$ cat config.mk
export PLATFORM = sky130hd
export DESIGN_NAME = bus_invert_decoder
export DESIGN_NICKNAME = d
export VERILOG_FILES = /design/src/rtl/proc_pkg.sv /design/src/rtl/skid_buffer2.sv /design/src/rtl/bus_invert_decoder.sv
export SDC_FILE = /design/constraint.sdc
export NUM_CORES = 1
export LEC_CHECK = 0
export BUFFER_PORTS_ARGS = -buffer_cell sky130_fd_sc_hd__buf_2
export CORE_MARGIN = 10
export CORE_UTILIZATION = 40
export CTS_BUF_LIST = sky130_fd_sc_hd__clkbuf_16
export CTS_CLUSTER_DIAMETER = 80
export DETAILED_ROUTE_END_ITERATION = 12
export SYNTH_ARGS = -nofsm -noshare
export SYNTH_HDL_FRONTEND = slang
export SYNTH_SLANG_ARGS = --single-unit
$ cat constraint.sdc
create_clock -name clk -period 2.2 [get_ports clk]
set_input_delay 0 -clock clk [delete_from_list [all_inputs] [get_ports clk]]
set_output_delay 0 -clock clk [all_outputs]
set_load 0.01 [all_outputs]
$ cat src/rtl/proc_pkg.sv
// Shared definitions for the bus-invert encoder/decoder pair: the buffer
// state encoding and the default data and counter widths.
package proc_pkg;

  localparam int unsigned DATA_W_DEF = 8;
  localparam int unsigned CNT_W_DEF  = 16;

  // Occupancy of the 2-entry skid buffer.
  typedef enum logic [1:0] {
    ST_EMPTY = 2'd0,
    ST_ONE   = 2'd1,
    ST_FULL  = 2'd2
  } buf_state_e;

endpackage

$ cat src/rtl/skid_buffer2.sv
// Generic 2-entry valid/ready skid buffer. The main register drives out_data;
// the skid register absorbs one extra beat so in_ready can be a flop.
// Ports:
//   clk, rst_n             clock, synchronous active-low reset
//   in_valid/in_data/in_ready    upstream handshake (in_ready registered)
//   out_valid/out_data/out_ready downstream handshake (outputs registered)
module skid_buffer2
  import proc_pkg::*;
#(
  parameter int unsigned W = DATA_W_DEF
) (
  input  logic         clk,
  input  logic         rst_n,
  input  logic         in_valid,
  input  logic [W-1:0] in_data,
  output logic         in_ready,
  output logic         out_valid,
  output logic [W-1:0] out_data,
  input  logic         out_ready
);

  buf_state_e   state_q, state_d;
  logic [W-1:0] main_q, main_d;
  logic [W-1:0] skid_q, skid_d;
  logic         out_valid_q, out_valid_d;
  logic         in_ready_q, in_ready_d;
  logic         accept_c, xfer_c;

  assign accept_c = in_valid & in_ready_q;
  assign xfer_c   = out_valid_q & out_ready;

  // State, storage and handshake registers.
  always_ff @(posedge clk) begin
    if (!rst_n) begin
      state_q     <= ST_EMPTY;
      main_q      <= '0;
      skid_q      <= '0;
      out_valid_q <= 1'b0;
      in_ready_q  <= 1'b1;
    end else begin
      state_q     <= state_d;
      main_q      <= main_d;
      skid_q      <= skid_d;
      out_valid_q <= out_valid_d;
      in_ready_q  <= in_ready_d;
    end
  end

  // Next-state and storage steering.
  always_comb begin
    state_d = state_q;
    main_d  = main_q;
    skid_d  = skid_q;
    unique case (state_q)
      ST_EMPTY: begin
        if (accept_c) begin
          state_d = ST_ONE;
          main_d  = in_data;
        end
      end
      ST_ONE: begin
        if (accept_c && xfer_c) begin
          main_d = in_data;
        end else if (xfer_c) begin
          state_d = ST_EMPTY;
        end else if (accept_c) begin
          state_d = ST_FULL;
          skid_d  = in_data;
        end
      end
      ST_FULL: begin
        if (xfer_c) begin
          state_d = ST_ONE;
          main_d  = skid_q;
        end
      end
      default: state_d = ST_EMPTY;
    endcase
    // Handshake flops are computed from the next state so they are valid
    // in the same cycle the state register takes effect.
    out_valid_d = (state_d != ST_EMPTY);
    in_ready_d  = (state_d != ST_FULL);
  end

  assign in_ready  = in_ready_q;
  assign out_valid = out_valid_q;
  assign out_data  = main_q;

endmodule

$ cat src/rtl/bus_invert_decoder.sv
// Receive-side bus-invert decoder. Words are restored at capture into a
// 2-entry skid buffer; a saturating counter tracks accepted inverted beats.
// Ports:
//   clk, rst_n                 clock, synchronous active-low reset
//   in_valid/in_data/in_inv    coded upstream beat; in_ready registered
//   out_valid/out_data         decoded beat, out_ready from downstream
//   count_clr                  synchronous clear of inv_count (has priority)
//   inv_count                  saturating count of accepted inverted beats
module bus_invert_decoder
  import proc_pkg::*;
#(
  parameter int unsigned W     = DATA_W_DEF,
  parameter int unsigned CNT_W = CNT_W_DEF
) (
  input  logic             clk,
  input  logic             rst_n,
  input  logic             in_valid,
  input  logic [W-1:0]     in_data,
  input  logic             in_inv,
  output logic             in_ready,
  output logic             out_valid,
  output logic [W-1:0]     out_data,
  input  logic             out_ready,
  input  logic             count_clr,
  output logic [CNT_W-1:0] inv_count
);

  localparam logic [CNT_W-1:0] CNT_MAX = '1;

  logic [W-1:0]     decoded_c;
  logic             accept_c;
  logic [CNT_W-1:0] inv_count_q, inv_count_d;

  assign decoded_c = in_inv ? ~in_data : in_data;
  assign accept_c  = in_valid & in_ready;

  skid_buffer2 #(
    .W(W)
  ) u_buf (
    .clk      (clk),
    .rst_n    (rst_n),
    .in_valid (in_valid),
    .in_data  (decoded_c),
    .in_ready (in_ready),
    .out_valid(out_valid),
    .out_data (out_data),
    .out_ready(out_ready)
  );

  // Inverted-beat counter: clear wins over increment, saturates at all-ones.
  always_comb begin
    inv_count_d = inv_count_q;
    if (count_clr) begin
      inv_count_d = '0;
    end else if (accept_c && in_inv && (inv_count_q != CNT_MAX)) begin
      inv_count_d = inv_count_q + CNT_W'(1);
    end
  end

  always_ff @(posedge clk) begin
    if (!rst_n) begin
      inv_count_q <= '0;
    end else begin
      inv_count_q <= inv_count_d;
    end
  end

  assign inv_count = inv_count_q;

endmodule
==> flow_metrics.env, run 1 <==
export IMPL_antenna_left=0
export IMPL_grt_max_degree=30
export IMPL_yosysSeqAreaShare=0.404
export IMPL_synth_most_common_cell="dfxtp_1"
export IMPL_cts_hold_buf=0
export IMPL_area_growth_pct=24.1
export IMPL_grt_pass1_wl_microns=7170
export IMPL_worstSetupEndpointType="register"
export IMPL_post_route_util=0.511
export IMPL_power_share_clock=0.444
export IMPL_design_die_area_sq_mm=0.00752
export IMPL_synth_area_leader_cell="dfxtp_1"
export IMPL_antenna_found_initial=0
export IMPL_async_flop_share=0
export IMPL_vias_per_cell=5.45
export IMPL_cts_setup_buffers=0
export IMPL_fin_crit_ns=1.84
export IMPL_crit_type="register to register"
export IMPL_tritoncts="done"
export IMPL_yosysUniqueCellTypes=41
export IMPL_crit_required_ns=2.41
export IMPL_seqPwrFrac=0.410
export IMPL_syn_area_sq_mm=0.00178
export IMPL_drtPass1Iterations=4
export IMPL_fp_coreArea_sq_mm=0.00432
export IMPL_cts_resized_gates=0
export IMPL_p_per_area_mw_per_mm2=821
export IMPL_synth_edf_count=0
export IMPL_vias=1612
export IMPL_rsz0062_at_grt="no"
export IMPL_clk_pin_slew_ns=0.06
export IMPL_cpMaxStageDelayCell="or4_4"
export IMPL_hpwl_microns=3080
export IMPL_power_share_combinational=0.145
export IMPL_synth_ff_type="dfxtp_1"
export IMPL_cp_max_fo=8
export IMPL_synth_common_cells="dfxtp_1, nand2_1, o211ai_1"
export IMPL_htree_levels=2
export IMPL_drc=0
export IMPL_leakagePower_uw=0.00101
export IMPL_grt_overflow_total=0
export IMPL_grt_pass1_vias=1512
export IMPL_syn_area_per_cell_sq_um=8.86
export IMPL_hold_viol_final=0
export IMPL_swShare=0.249
export IMPL_synth_area_top_cells="dfxtp_1, nand2_1, mux2i_1"
export IMPL_synth_top_area_frac=0.404
export IMPL_cts_sinks=36
export IMPL_cts_root_buffer="clkbuf_16"
export IMPL_post_place_ws_ns=0.408
export IMPL_arrival_ns=2.05
export IMPL_insertion_delay_ns=0.28
export IMPL_drt_wirelength_per_cell_microns=14.4
export IMPL_layout_drive_gt1_share=0.254
export IMPL_p_switching_uw=452
export IMPL_clock_path_buffers=2
export IMPL_fp_dieW_microns=86.7
export IMPL_place_port_buffers=39
export IMPL_wl_microns=4260
export IMPL_globalplace_congestion=0.790
export IMPL_clock_skew_ns=0.00357
export IMPL_initial_core_util=0.412
export IMPL_status="finished, final reports clean"
export IMPL_holdCritPathClass="input port to register"
export IMPL_drt_iter0_markers=127
export IMPL_ys_ff_latch=36
export IMPL_crit_chain="nand4_4, or4_4, or4_1, a21oi_1"
export IMPL_synthesis_nets=216
export IMPL_synthCells=201
export IMPL_ir_drop_mv=0.476
export IMPL_ys_warn_count=0
export IMPL_antenna_cells=0
export IMPL_drv_cap=0
export IMPL_num_rows=24
export IMPL_start_kind="register"
export IMPL_max_freq_mhz=545
export IMPL_slowest_delay_ns=0.55
export IMPL_numCtsBuffers=5
export IMPL_pin_count=40
export IMPL_fin_nets=258
export IMPL_setup_viol=0
export IMPL_intPower_uw=1360
export IMPL_setup_ws_ns=0.364
export IMPL_tns_ns=0
export IMPL_grt_usage=0.116
export IMPL_slew_headroom=0.396
export IMPL_die_height_microns=86.7
export IMPL_period_share=0.834
export IMPL_tightestPinTransition_ns=0.902
export IMPL_drv_slew=0
## cell usage in the layout, fill, tap and decap left out, types with 2 or more instances in the layout
master      n
and4_1      2
xnor2_1     8
nor2b_1     2
mux2i_1    11
dfxtp_1    36
nor4_1      3
nand4_1     5
or3_1       2
o211a_1     8
nor2_1      5
nand2b_1    2
a21oi_1     9
and3_1      3
o21ai_0     5
nand2_1    35
nor3_1      2
clkbuf_16   5
o211ai_1   12
nand3_1     8
buf_4       6
buf_2      39
o31ai_1     6
inv_1       3
or4_1       7
## metal layers
metal,share of wire,up-vias,track usage
met4,0.014,0,0.0501
met2,0.45,32,0.171
met1,0.47,736,0.139
met3,0.065,7,0.0572
li1,-,837,-
met5,0,-,0
## worst paths after layout
check / to / depth (start not counted) / from / slack [ns]
worst min register to register: u_buf.out_data[6] / 2 / u_buf.out_data[6] / 0.46
worst min-delay path: inv_count[1] / 3 / in_inv / 0.06
worst max-delay path: inv_count[11] / 4 / inv_count[2] / 0.36
worst max register to register: inv_count[11] / 4 / inv_count[2] / 0.36
## kinds of logic after synthesis
family / count (synthesis) / synth area share
muxes: 11 / 0.0618
AOI/OAI and AO/OA: 46 / 0.188
xor gates and xnor gates: 8 / 0.0393
buffers and inverters: 13 / 0.0309
DFF: 36 / 0.404
adders and majority gates: 1 / 0.00702
and+or+nand+nor: 86 / 0.268
## critical path, delay by kind of cell, from the launching register on
family / cells / cell delay [ns]
AO/OA/AOI/OAI: 1 / 0.15
AND/OR/NAND/NOR: 3 / 1.14
flip-flops: 1 / 0.47
## state kept, by name, indices dropped and copies added (netlist names)
register         flops
u_buf.skid_q         8
u_buf.in_ready       1
u_buf.out_data       8
u_buf.state_q        2
u_buf.out_valid      1
inv_count           16
## area by class of cell
type	instances	area, sq um
clock buffers	5	125
clock inverters	3	42.5
fillers	411	2110
inverters	3	11.3
multi-input cells	152	1010
flip-flops and latches	36	721
well taps	52	65.1
repair buffers	45	240
## through the flow
step / cells / area, sq um / total power (uW) / hold WS [ns]
floorplan: 201 / 1780 / 937 / 0.197
global placement: 288 / 2040 / 1020 / 0.356
detailed placement: 288 / 2040 / 1030 / 0.357
CTS: 296 / 2210 / 1830 / 0.0634
global route: 296 / 2210 / 1910 / 0.0949
finish: 296 / 2210 / 1820 / 0.0614
## power by group through the flow
stage / registers, uW / logic [uW] / clock network, uW
6_report: 745 / 264 / 806
5_1_grt: 752 / 294 / 864
4_1_cts: 745 / 269 / 821
3_5_place_dp: 758 / 267 / 0
3_3_place_gp: 758 / 265 / 0
2_1_floorplan: 771 / 166 / 0
Power figures use the tool's default switching activity.
==> inputs of run 2 (changes only) <==
==> constraint.sdc (replaced) <==
create_clock -name clk -period 1.6 [get_ports clk]
set_input_delay 0 -clock clk [delete_from_list [all_inputs] [get_ports clk]]
set_output_delay 0 -clock clk [all_outputs]
set_load 0.01 [all_outputs]
==> run 2 against run 1 <==
The flow now finishes with violations (setup timing). Global-route usage rose by 0.81 points. Die area did not move. Critical path depth did not move. Non-clock buffer count rose by 28. Wire length rose by 9.2%. Sequential share of layout area fell by 3.2 points. Count of clock-buffer cells in the layout rose by 1. Combinational power rose by 50%. Via count rose by 8.1%. Clock skew rose by 0.0021 ns. Power rose by 53%. Utilization rose by 7.5 points. Critical path type unchanged.
==> flow_metrics.env, run 2 (synthesis results as in run 1) <==
export IMPL_crit_chain="nand4_4, or4_4, or4_4, a21oi_2"
export IMPL_cp_max_fo=5
export IMPL_cts_root_buffer="clkbuf_16"
export IMPL_initial_core_util=0.412
export IMPL_antenna_left=0
export IMPL_path_depth=4
export IMPL_worstSetupEndpointType="register"
export IMPL_tns_ns=-0.0345
export IMPL_drv_slew=0
export IMPL_setup_viol=2
export IMPL_grt_pass1_wl_microns=7810
export IMPL_antenna_found_initial=0
export IMPL_setup_ws_ns=-0.0194
export IMPL_numCtsBuffers=5
export IMPL_final_cell_mix="buf_2, nand2_1, buf_4"
export IMPL_htree_levels=2
export IMPL_crit_top_cell="or4_4"
export IMPL_dpl_cell_area_sq_mm=0.00226
export IMPL_drtPass1Iterations=4
export IMPL_antenna_cells=0
export IMPL_violations="setup timing"
export IMPL_critPathLaunch="inv_count[5]"
export IMPL_crit_end="inv_count[15]"
export IMPL_whs_ns=0.0943
export IMPL_ir_drop_mv=0.698
export IMPL_leakagePower_uw=0.00118
export IMPL_crit_required_ns=1.81
export IMPL_cp_num_buf_inv=0
export IMPL_arrival_ns=1.83
export IMPL_fin_nets=286
export IMPL_grt_overflow_total=0
export IMPL_drt_wirelength_per_cell_microns=14.4
export IMPL_r2r_slack_ns=-0.02
export IMPL_fin_crit_ns=1.62
export IMPL_vias=1742
export IMPL_mostFrequentLayoutCell="buf_2"
export IMPL_area_growth_pct=42.2
export IMPL_fp_coreArea_sq_mm=0.00432
export IMPL_tritoncts="done"
export IMPL_place_port_buffers=39
export IMPL_fp_dieW_microns=86.7
export IMPL_fin_area_sq_mm=0.00253
export IMPL_slowest_delay_ns=0.52
export IMPL_status="finished with violations"
export IMPL_num_rows=24
export IMPL_worstReg2RegEnd="inv_count[15]"
export IMPL_die_height_microns=86.7
export IMPL_globalplace_congestion=0.719
export IMPL_crit_type="register to register"
export IMPL_clock_path_buffers=2
export IMPL_fillers=430
export IMPL_vias_per_cell=5.38
export IMPL_grt_pass1_vias=1711
export IMPL_period_share=1.01
export IMPL_grt_max_degree=29
export IMPL_critical_path_top_delay_family="simple AND/OR/NAND/NOR gates"
export IMPL_max_freq_mhz=618
export IMPL_pin_count=40
export IMPL_clk_pin_slew_ns=0.06
export IMPL_p_per_area_mw_per_mm2=1090
export IMPL_cpMaxStageDelayCell="or4_4"
export IMPL_wl_microns=4660
export IMPL_cts_hold_buf=0
export IMPL_drv_cap=0
export IMPL_grt_usage=0.124
export IMPL_r2r_cells=4
export IMPL_dp_cells=314
export IMPL_drc=0
export IMPL_design_die_area_sq_mm=0.00752
export IMPL_insertion_delay_ns=0.28
export IMPL_rsz0062_at_grt="yes"
export IMPL_start_kind="register"
export IMPL_holdCritPathClass="input port to register"
export IMPL_r2r_start="inv_count[5]"
export IMPL_largest_register_ffs=16
export IMPL_final_instance_count_excl_fill=324
export IMPL_drt_iter0_markers=78
export IMPL_layout_drive_gt1_share=0.401
export IMPL_hold_viol_final=0
export IMPL_hpwl_microns=3480
export IMPL_slew_headroom=0.753
export IMPL_post_route_util=0.586
export IMPL_clock_skew_ns=0.00565
export IMPL_tightestPinTransition_ns=0.368
export IMPL_cts_sinks=36
## run 2: layout make-up
cell class	count	area, sq um	share of cell area
Inverter	3	11.3	0.00444
Timing Repair Buffer	73	450	0.178
Multi-Input combinational cell	152	1050	0.415
Tap cell	52	65.1	0.0257
Sequential cell	36	744	0.294
Clock inverter	2	60.1	0.0237
Clock buffer	6	150	0.0593
## run 2: worst min-delay path by stage
stage / start / to / slack, ns / cells after the start
2_1_floorplan: in_inv / inv_count[1] / 0.19 / 2
3_3_place_gp: in_data[6] / u_buf.skid_q[6] / 0.38 / 4
3_5_place_dp: in_data[2] / u_buf.skid_q[2] / 0.39 / 4
4_1_cts: in_data[6] / u_buf.skid_q[6] / 0.1 / 4
5_1_grt: in_data[6] / u_buf.skid_q[6] / 0.12 / 4
6_report: in_data[6] / u_buf.skid_q[6] / 0.09 / 4
## run 2: per-layer routing
metal  track usage  vias to the layer above  part of all wire
met3        0.0366                        2             0.044
met1         0.139                      823              0.45
li1              -                      890                 -
met5             0                        -                 0
met2         0.217                       27              0.50
met4        0.0442                        0            0.0067
## run 2: report_power, final
part           switching, uW  internal, uW  total [uW]
Clock                    373           987        1360
Combinational            205           191         395
Sequential              44.5           970        1010
## run 2: through the flow
stage / total power [uW] / setup slack, ns
after detailed placement: 1430 / -0.0433
after global routing: 2890 / -0.0835
final: 2770 / -0.0194
after global placement: 1430 / 0.00163
after floorplan: 1280 / -0.00431
after CTS: 2800 / -0.0284
## run 2: worst register-to-register path, cell delays in order (launching register included)
cell	delay, ns
dfxtp_4	0.35
nand4_4	0.11
or4_4	0.53
or4_4	0.44
a21oi_2	0.13
## run 2: repair_timing
action	4_1_cts	5_1_grt
resized for setup	2	9
gates cloned	0	0
pin swaps	1	1
endpoints found under the setup margin	4	7
setup buffers	0	2
